[config.mk]
export PLATFORM = sky130hd
export DESIGN_NAME = fp_wb_queue
export DESIGN_NICKNAME = d
export VERILOG_FILES = /design/src/rtl/fp_wb_queue_pkg.sv /design/src/rtl/fp_wb_match.sv /design/src/rtl/fp_wb_queue.sv
export SDC_FILE = /design/constraint.sdc
export NUM_CORES = 1
export LEC_CHECK = 0
export ABC_AREA = 1
export CAP_MARGIN = 15
export CORE_MARGIN = 4
export CORE_UTILIZATION = 45
export DETAILED_ROUTE_END_ITERATION = 8
export HOLD_SLACK_MARGIN = 0.15
export PLACE_DENSITY = 0.74
export SLEW_MARGIN = 40
export SYNTH_ARGS = -nofsm -noshare
export SYNTH_HDL_FRONTEND = slang
export SYNTH_SLANG_ARGS = --single-unit
[constraint.sdc]
create_clock -name Clk -period 6.8 [get_ports Clk]
set_input_delay 0.68 -clock Clk [delete_from_list [all_inputs] [get_ports Clk]]
set_output_delay 0.68 -clock Clk [all_outputs]
set_load 0.005 [all_outputs]
[src/rtl/fp_wb_queue_pkg.sv]
// Shared FP writeback definitions: default widths, queue depth and the
// {addr, data} entry layout used by the writeback queue.
package fp_wb_queue_pkg;

    localparam int unsigned FP_DATA_WIDTH = 32;
    localparam int unsigned FP_ADDR_WIDTH = 5;
    localparam int unsigned FP_WB_DEPTH   = 4;

    // Queue entry at the default widths; modules with overridden widths
    // declare the same layout locally from their own parameters.
    typedef struct packed {
        logic [FP_ADDR_WIDTH-1:0] addr;
        logic [FP_DATA_WIDTH-1:0] data;
    } fp_wb_entry_t;

endpackage

[src/rtl/fp_wb_match.sv]
// Youngest-match search of one read-port index against the occupied
// entries of the writeback queue (oldest at head, youngest at head+count-1).
module fp_wb_match
    import fp_wb_queue_pkg::*;
#(
    parameter int unsigned DATA_WIDTH = FP_DATA_WIDTH,
    parameter int unsigned ADDR_WIDTH = FP_ADDR_WIDTH,
    parameter int unsigned DEPTH      = FP_WB_DEPTH,
    parameter int unsigned PTR_W      = $clog2(DEPTH)
) (
    input  logic [DEPTH-1:0][ADDR_WIDTH-1:0] ent_addr,
    input  logic [DEPTH-1:0][DATA_WIDTH-1:0] ent_data,
    input  logic [PTR_W-1:0]                 head,
    input  logic [PTR_W:0]                   count,
    input  logic [ADDR_WIDTH-1:0]            addr,
    output logic                             pend,
    output logic [DATA_WIDTH-1:0]            fwd
);

    localparam int unsigned CNT_W = PTR_W + 1;

    logic [PTR_W-1:0] idx;

    // Walk from oldest to youngest so the last hit is the youngest entry.
    always_comb begin
        pend = 1'b0;
        fwd  = '0;
        idx  = '0;
        for (int unsigned i = 0; i < DEPTH; i++) begin
            idx = head + PTR_W'(i);
            if ((CNT_W'(i) < count) && (ent_addr[idx] == addr)) begin
                pend = 1'b1;
                fwd  = ent_data[idx];
            end
        end
    end

endmodule

[src/rtl/fp_wb_queue.sv]
// FP register-file writeback queue: merges FP-load and FPU results into a
// circular FIFO that retires one entry per cycle, with pending/forward
// lookup for two read ports. Loads have fixed priority over the FPU.
module fp_wb_queue
    import fp_wb_queue_pkg::*;
#(
    parameter int unsigned DATA_WIDTH = FP_DATA_WIDTH,
    parameter int unsigned ADDR_WIDTH = FP_ADDR_WIDTH,
    parameter int unsigned DEPTH      = FP_WB_DEPTH
) (
    input  logic                     Clk,
    input  logic                     Rst,
    input  logic                     ld_valid,
    input  logic [ADDR_WIDTH-1:0]    ld_addr,
    input  logic [DATA_WIDTH-1:0]    ld_data,
    output logic                     ld_ready,
    input  logic                     fpu_valid,
    input  logic [ADDR_WIDTH-1:0]    fpu_addr,
    input  logic [DATA_WIDTH-1:0]    fpu_data,
    output logic                     fpu_ready,
    output logic                     write_En,
    output logic [ADDR_WIDTH-1:0]    writeAddr,
    output logic [DATA_WIDTH-1:0]    data_in,
    input  logic [ADDR_WIDTH-1:0]    addr_A,
    input  logic [ADDR_WIDTH-1:0]    addr_B,
    output logic                     pend_A,
    output logic                     pend_B,
    output logic [DATA_WIDTH-1:0]    fwd_A,
    output logic [DATA_WIDTH-1:0]    fwd_B,
    output logic [$clog2(DEPTH):0]   count
);

    localparam int unsigned PTR_W = $clog2(DEPTH);
    localparam int unsigned CNT_W = PTR_W + 1;

    if ((DEPTH < 2) || ((DEPTH & (DEPTH - 1)) != 0)) begin : g_bad_depth
        $error("fp_wb_queue: DEPTH must be a power of two, at least 2");
    end

    typedef struct packed {
        logic [ADDR_WIDTH-1:0] addr;
        logic [DATA_WIDTH-1:0] data;
    } entry_t;

    entry_t                          mem [DEPTH];
    logic [DEPTH-1:0][ADDR_WIDTH-1:0] ent_addr;
    logic [DEPTH-1:0][DATA_WIDTH-1:0] ent_data;

    logic [PTR_W-1:0] head;
    logic [PTR_W-1:0] tail;
    logic [PTR_W-1:0] fpu_slot;
    logic [CNT_W-1:0] free;
    logic             pop;
    logic             ld_push;
    logic             fpu_push;

    // Handshake: free space counts the slot released by this cycle's pop.
    always_comb begin
        pop       = (count != '0);
        free      = CNT_W'(DEPTH) - count + CNT_W'(pop);
        ld_ready  = (free >= CNT_W'(1));
        fpu_ready = (free >= CNT_W'(2)) || ((free >= CNT_W'(1)) && !ld_valid);
        ld_push   = ld_valid && ld_ready;
        fpu_push  = fpu_valid && fpu_ready;
        // On a dual push the FPU result lands behind the load result.
        fpu_slot  = tail + PTR_W'(ld_push);
    end

    // Register-file write port: head entry, masked while the queue is empty.
    always_comb begin
        write_En  = pop;
        writeAddr = pop ? mem[head].addr : '0;
        data_in   = pop ? mem[head].data : '0;
    end

    // Pointer and occupancy state; in-flight entries are dropped on reset.
    always_ff @(posedge Clk or posedge Rst) begin
        if (Rst) begin
            head  <= '0;
            tail  <= '0;
            count <= '0;
        end else begin
            head  <= head + PTR_W'(pop);
            tail  <= tail + PTR_W'(ld_push) + PTR_W'(fpu_push);
            count <= count + CNT_W'(ld_push) + CNT_W'(fpu_push) - CNT_W'(pop);
        end
    end

    // Entry storage; never exposed while unoccupied, so it is not reset.
    always_ff @(posedge Clk) begin
        if (ld_push) begin
            mem[tail] <= '{addr: ld_addr, data: ld_data};
        end
        if (fpu_push) begin
            mem[fpu_slot] <= '{addr: fpu_addr, data: fpu_data};
        end
    end

    // Flatten storage for the per-port match units.
    always_comb begin
        for (int unsigned i = 0; i < DEPTH; i++) begin
            ent_addr[i] = mem[i].addr;
            ent_data[i] = mem[i].data;
        end
    end

    fp_wb_match #(
        .DATA_WIDTH (DATA_WIDTH),
        .ADDR_WIDTH (ADDR_WIDTH),
        .DEPTH      (DEPTH),
        .PTR_W      (PTR_W)
    ) u_match_a (
        .ent_addr (ent_addr),
        .ent_data (ent_data),
        .head     (head),
        .count    (count),
        .addr     (addr_A),
        .pend     (pend_A),
        .fwd      (fwd_A)
    );

    fp_wb_match #(
        .DATA_WIDTH (DATA_WIDTH),
        .ADDR_WIDTH (ADDR_WIDTH),
        .DEPTH      (DEPTH),
        .PTR_W      (PTR_W)
    ) u_match_b (
        .ent_addr (ent_addr),
        .ent_data (ent_data),
        .head     (head),
        .count    (count),
        .addr     (addr_B),
        .pend     (pend_B),
        .fwd      (fwd_B)
    );

endmodule

# == Word-level counts from Yosys, hierarchy flattened ==
# Memories as Yosys holds them, arrays and structs flattened.
# Index checks and enable logic that the tools add are counted.
# totals
register_bits,7
ramBits,148
inputBits,88
mem_count,1
# memory_table
name,depth,word_bits,read_ports,rd_ports_with_merged_regs,write_ports,line_no,source
mem,4,37,5,0,2,fp_wb_queue.sv:45,entry_t mem [DEPTH];
# op_classes
add_sub_neg,11
magnitude_cmp,10
n_eq_ne,8
n_mux,38
reduce_logical,14
# ops
cell,count
$mux W32,13
$bmux W32 S2,4
$bmux W5 S2,4
$eq A5 B5 Y1,8
$mux W5,5
$lt A2 B3 Y1 const B,4
$mux W1,12
$logic_and A1 B1 Y1,11
$add A3 B1 Y3,3
$add A2 B1 Y2,3
$lt A1 B3 Y1 const A,2
$lt A2 B3 Y1 const A,2
$add A2 B2 Y2 const B,2
$ge A3 B1 Y1 const B,1
$ge A3 B2 Y1 const B,1
$reduce_bool A3 Y1,1
$sub A3 B1 Y3,1
$sub A3 B3 Y3 const A,1
$add A2 B1 Y2 const B,1
$logic_not A1 Y1,1
$logic_or A1 B1 Y1,1

# == Logic depth before layout (Yosys ltp) ==
# depth
depth_word,8
depth_mapped,18
ltp_nobuf,15

# == Modules after synthesis ==
# From an unflattened synthesis, not the netlist that was laid out.
# hier_totals
hier_cells,3056
area_unflattened_um2,18707.9
# by_module_without_submodules
module,n_inst,cells_each,area_each_um2,seq_area_each_um2
fp_wb_match,2,1018,4964.8,0.0
fp_wb_queue,1,1020,8778.4,4619.4

# == Worst setup path before layout ==
# Ideal clock, no wire load.
# synth_path
path_type,flip-flop to flip-flop
from,register count[2]
to,memory mem[2][0] (netlist name) (enable)
setup_time_ns,0.487
t_arrival_ns,4.554
setup_slack_ns,1.759
path_stages_with_launch,11
n_path_buf,1
period_less_slack_ns,5.041
path_cell_list,dfrtp_1 nor3_1 clkbuf_1 ha_1 inv_1 ha_1 xor2_1 nor2_1 nand2_1 nand2_1 o31ai_1
# synth_rtl
item,line_no,source
"start, declared",fp_wb_queue.sv:30,output logic [$clog2(DEPTH):0] count
"start signal, assigned",fp_wb_queue.sv:85,count <= count + CNT_W'(ld_push) + CNT_W'(fpu_push) - CNT_W'(pop);
"end, declared",fp_wb_queue.sv:45,

# == Worst setup path after layout ==
# layout_path
from,register head[1]
to,output port fwd_A[21]
# layout_via
elab_chain_cells,8
elab_cells_between_ends,31
# layout_lines
item,line_no,source
"start, declared",fp_wb_queue.sv:49,logic [PTR_W-1:0] head;
"start signal, assigned",fp_wb_queue.sv:83,head <= head + PTR_W'(pop);
$add A2 B1 Y2 / $bmux W5 S2 (equally long branches),"fp_wb_match.sv:30, fp_wb_match.sv:31",
$bmux W5 S2 / $mux W5 (equally long branches),fp_wb_match.sv:31,if ((CNT_W'(i) < count) && (ent_addr[idx] == addr)) begin
$mux W5 (implied by the code) / $eq A5 B5 Y1 (equally long branches),fp_wb_match.sv:31,
$eq A5 B5 Y1 / $logic_and A1 B1 Y1 (equally long branches),fp_wb_match.sv:31,
$logic_and A1 B1 Y1 / $mux W32 (equally long branches),fp_wb_match.sv:31,
$mux W32 (2 in a row),fp_wb_match.sv:31,
$mux W32 (*),fp_wb_match.sv:31,
"end, declared",fp_wb_queue.sv:28,"output logic [DATA_WIDTH-1:0] fwd_A,"
# Every way passes the cells marked *; elsewhere a longest branch is shown, timed or not. The select of a mux whose other input is x is not followed.

==> results.py <==
metrics = {
    "clocking": {
        "cts_made_buffers": 17,
        "postCtsSetupBuffers": 0,
        "clock_latency_ns": 0.43,
        "cts_tree": "built",
        "cts.htree.levels": 4,
        "clock_sinks": 155,
        "clk_root_buffer_cell": "sky130_fd_sc_hd__clkbuf_16",
        "number_of_buffers_between_clock_root_and_the_deepest_sink": 2,
        "clkTransAtPathRegs_ns": 0.07,
        "ctsResizeCount": 0,
        "postCtsHoldBufs": 0,
    },
    "power": {
        "power.density_nw_per_um2": 578.3,
        "vdd_ir_drop_max_uv": 293.6,
        "sw_frac_of_total_pct": 50.03,
        "power_switching_mw": 4.842,
        "clkPwrFrac_pct": 10.6,
        "leakagePower_nw": 8.049,
        "internal_power_mw": 4.836,
        "sequentialPowerShare_pct": 21.3,
        "pwr-share-comb_pct": 68.1,
    },
    "timing": {
        "final-setup-viol-count": 0,
        "post_route_minimum_period_ns": 5.401,
        "slew-limit-headroom_pct": 45.84,
        "timing_worst_slew_pin_value_ns": 0.8124,
        "rsz_0062_raised_after_global_routing": "no",
        "report.final.slew_viol_count": 0,
        "report.final.hold_viol_count": 0,
        "period_share_pct": 79.42,
        "fin_setup_tns_ns": 0,
        "fin_hold_ws_ns": 0.4984,
        "clock.fmax_mhz": 185.2,
        "finalClockSkew_ns": 0.01247,
    },
    "global_routing": {
        "grt_pass1_vias": 13470,
        "grt.total_usage_pct": 25.49,
        "grt_overflow_total": 0,
        "largest_net_degree_at_the_start_of_global_routing": 129,
        "wire_length_of_the_first_global_routing_pass_um": 68830,
        "initial_antenna_violation_count": 3,
    },
    "worst_setup_path": {
        "critical_path.endpoint_type": "output pin",
        "crit_path_frequent_cell": "sky130_fd_sc_hd__nand2_1",
        "required_worst_endpoint_ns": 6.12,
        "worst_path_dominant_cell_family": "buffers and inverters",
        "worstPathCellList": "clkinv_2, buf_6, o211ai_1, nand2_1, nand2_1, nand2_1, nor2_1, inv_1, nor2_4, buf_8, nor2_1, nand2_1, nand2_1, nand2_1, clkdlybuf4s50_1",
        "crit_fanout": 100,
        "cp.buffers_inverters": 5,
        "worst_path_largest_cell_delay_ns": 0.73,
        "cp-start-kind": "flip-flop",
        "crit_path_top_delay_cell": "sky130_fd_sc_hd__dfrtp_1",
        "cp_data_arrival_time_ns": 4.72,
        "path_class": "reg -> out",
    },
    "min_path": {
        "holdCritPathClass": "in -> async",
    },
    "die": {
        "design.die.area_sq_um": 33700,
        "pin_count": 197,
        "die-width_um": 183.6,
        "fp-row-count": 64,
        "chipHeight_um": 183.6,
        "initial_core_utilization_pct": 45.47,
        "coreArea_sq_um": 30510,
    },
    "placed_design": {
        "place.port_buffers": 196,
        "gpl.final_weighted_congestion": 1.004,
        "place.detailed.hpwl_um": 29720,
        "area_post_placement_sq_um": 16080,
    },
    "cells_and_area": {
        "ff_latch_area_sq_um": 4623,
        "syn2layout_area_growth_pct": 20.65,
        "multi_input_area_sq_um": 7858,
        "final_nets": 2289,
        "final_common_cell": "sky130_fd_sc_hd__nand2_1",
        "commonest_cells_after_routing_fill_and_taps_aside": "sky130_fd_sc_hd__nand2_1, sky130_fd_sc_hd__nor2_1, sky130_fd_sc_hd__o21ai_0, sky130_fd_sc_hd__inv_1, sky130_fd_sc_hd__clkdlybuf4s50_1",
        "final_layout_size_suffix_gt1_share_pct": 4.174,
        "fillCellCount": 2797,
        "stdcell_area_sq_um": 16740,
    },
    "detailed_routing": {
        "route.detailed.wl_per_inst_um": 16.72,
        "vias": 14210,
        "post_dr_vias_cell": 5.463,
        "wirelength_um": 43490,
        "drtIter0Drc": 1336,
        "postRouteAntennaNets": 0,
        "remaining_design_rule_violation_count": 0,
        "pre_antenna_drt_iters": 9,
    },
    "yosys": {
        "synth_top_flop_cell": "sky130_fd_sc_hd__edfxtp_1",
        "synth_area_sq_um": 13870,
        "synthesis.instances": 2088,
        "yosys_warnings": 0,
        "post_synth.cell_area_avg_sq_um": 6.644,
        "yosys.cell_types.count": 36,
        "ys_seq_elements": 155,
        "synth_sequential_area_ratio_pct": 33.30,
        "synth-async-reset-ratio_pct": 4.516,
        "edff_count_synth": 148,
        "synthesis.nets": 2186,
    },
    "status": {
        "run_status": "finished, final reports clean",
    },
    "flow_run": {
        "max_cap_viol_count": 0,
    },
}
-- per-layer routing --
layer  up-vias  routed length [um]  track usage (%)
met4         4                1722            11.17
met3       126                4018            4.056
met2       733               19970            42.49
li1       6953                   -                -
met1      6392               17760            32.83
met5         -                  21                0
-- metrics by stage --
stage / util (%) / power (mW) / worst slack (ns) / std cells
after floorplan: - / 6.188 / 1.759 / 2088
after global placement: 51.92 / 8.324 / 1.645 / 2556
after detailed placement: 52.71 / 8.577 / 1.804 / 2567
after CTS: 54.77 / 9.622 / 1.342 / 2599
after global routing: 54.86 / 10.52 / 1.026 / 2601
final: 54.86 / 9.678 / 1.399 / 2601
-- final timing paths --
path                         endpoint  slack, ns      from  cells after the start
min reg2reg                   tail[1]       0.79   tail[1]                      2
min                           head[0]       0.50       Rst                      2
max in group asynchronous     head[0]       6.04       Rst                      2
min in group Clk              tail[1]       0.79   tail[1]                      2
max reg2reg                mem[1][21]       2.51  count[2]                     15
max                         fwd_A[21]       1.40   head[1]                     15
-- power by group through the flow --
stage / Clock (mW) / Combinational, mW / Sequential (mW)
6_report: 1.02 / 6.59 / 2.06
3_5_place_dp: 0 / 6.46 / 2.12
3_3_place_gp: 0 / 6.24 / 2.08
4_1_cts: 1.03 / 6.49 / 2.10
2_1_floorplan: 0 / 4.19 / 2.00
5_1_grt: 1.07 / 7.34 / 2.11
-- state kept, by name, indices dropped and copies added (netlist names) --
signal,cells
mem,148
count,3
head,2
tail,2
-- cell families (layout without fill, tap and decap cells) --
kind of cell,count (synthesis),after routing,synth area share [%]
AND/OR/NAND/NOR,1134,1134,33.18
XOR/XNOR,13,13,0.8208
other,0,1,0
AO/OA/AOI/OAI,295,295,11.27
flip-flops,155,155,33.30
multiplexers,128,128,9.236
adder cells (fa/ha/maj),10,10,1.010
buffers and inverters,353,469,11.18
-- cells in the mapped netlist (3+ instances only) --
cell	n	area share [%]
sky130_fd_sc_hd__nor2_1	261	7.1
sky130_fd_sc_hd__o21ai_0	257	9.3
sky130_fd_sc_hd__nand3_2	3	0.22
sky130_fd_sc_hd__buf_6	11	0.89
sky130_fd_sc_hd__nand4_1	31	1.4
sky130_fd_sc_hd__nand3_1	142	5.1
sky130_fd_sc_hd__xor2_1	10	0.63
sky130_fd_sc_hd__xnor2_1	3	0.19
sky130_fd_sc_hd__nand2_2	3	0.14
sky130_fd_sc_hd__nor2_2	3	0.14
sky130_fd_sc_hd__buf_4	26	1.4
sky130_fd_sc_hd__nand2_1	682	18
sky130_fd_sc_hd__inv_1	209	5.7
sky130_fd_sc_hd__buf_2	36	1.3
sky130_fd_sc_hd__mux2i_1	128	9.2
sky130_fd_sc_hd__ha_1	8	0.72
sky130_fd_sc_hd__dfrtp_1	7	1.3
sky130_fd_sc_hd__o21a_1	29	1.6
sky130_fd_sc_hd__buf_1	8	0.22
sky130_fd_sc_hd__nor2_4	3	0.24
sky130_fd_sc_hd__edfxtp_1	148	32
sky130_fd_sc_hd__clkbuf_1	60	1.6
sky130_fd_sc_hd__inv_2	3	0.081
-- area by class of cell --
cell class	instances	area share, %
diodes	1	0.01495
clock buffers	17	2.542
multi-input cells	1580	46.95
clock inverters	15	1.196
flip-flops and latches	155	27.62
well taps	396	2.960
inverters	212	4.762
repair buffers	225	13.96
-- worst register-to-register path, cell delays in order (launching register included) --
cell	delay, ns
sky130_fd_sc_hd__dfrtp_1	0.50
sky130_fd_sc_hd__nor3_2	0.25
sky130_fd_sc_hd__ha_1	0.17
sky130_fd_sc_hd__inv_1	0.04
sky130_fd_sc_hd__ha_1	0.18
sky130_fd_sc_hd__xor2_1	0.14
sky130_fd_sc_hd__nor2_1	0.12
sky130_fd_sc_hd__nand2_1	0.08
sky130_fd_sc_hd__nand2_1	0.21
sky130_fd_sc_hd__inv_1	0.10
sky130_fd_sc_hd__ha_1	0.20
sky130_fd_sc_hd__xnor2_1	0.54
sky130_fd_sc_hd__nand3_4	0.38
sky130_fd_sc_hd__buf_12	0.30
sky130_fd_sc_hd__o21ai_4	0.06
sky130_fd_sc_hd__buf_4	0.59
Power figures use the tool's default switching activity.
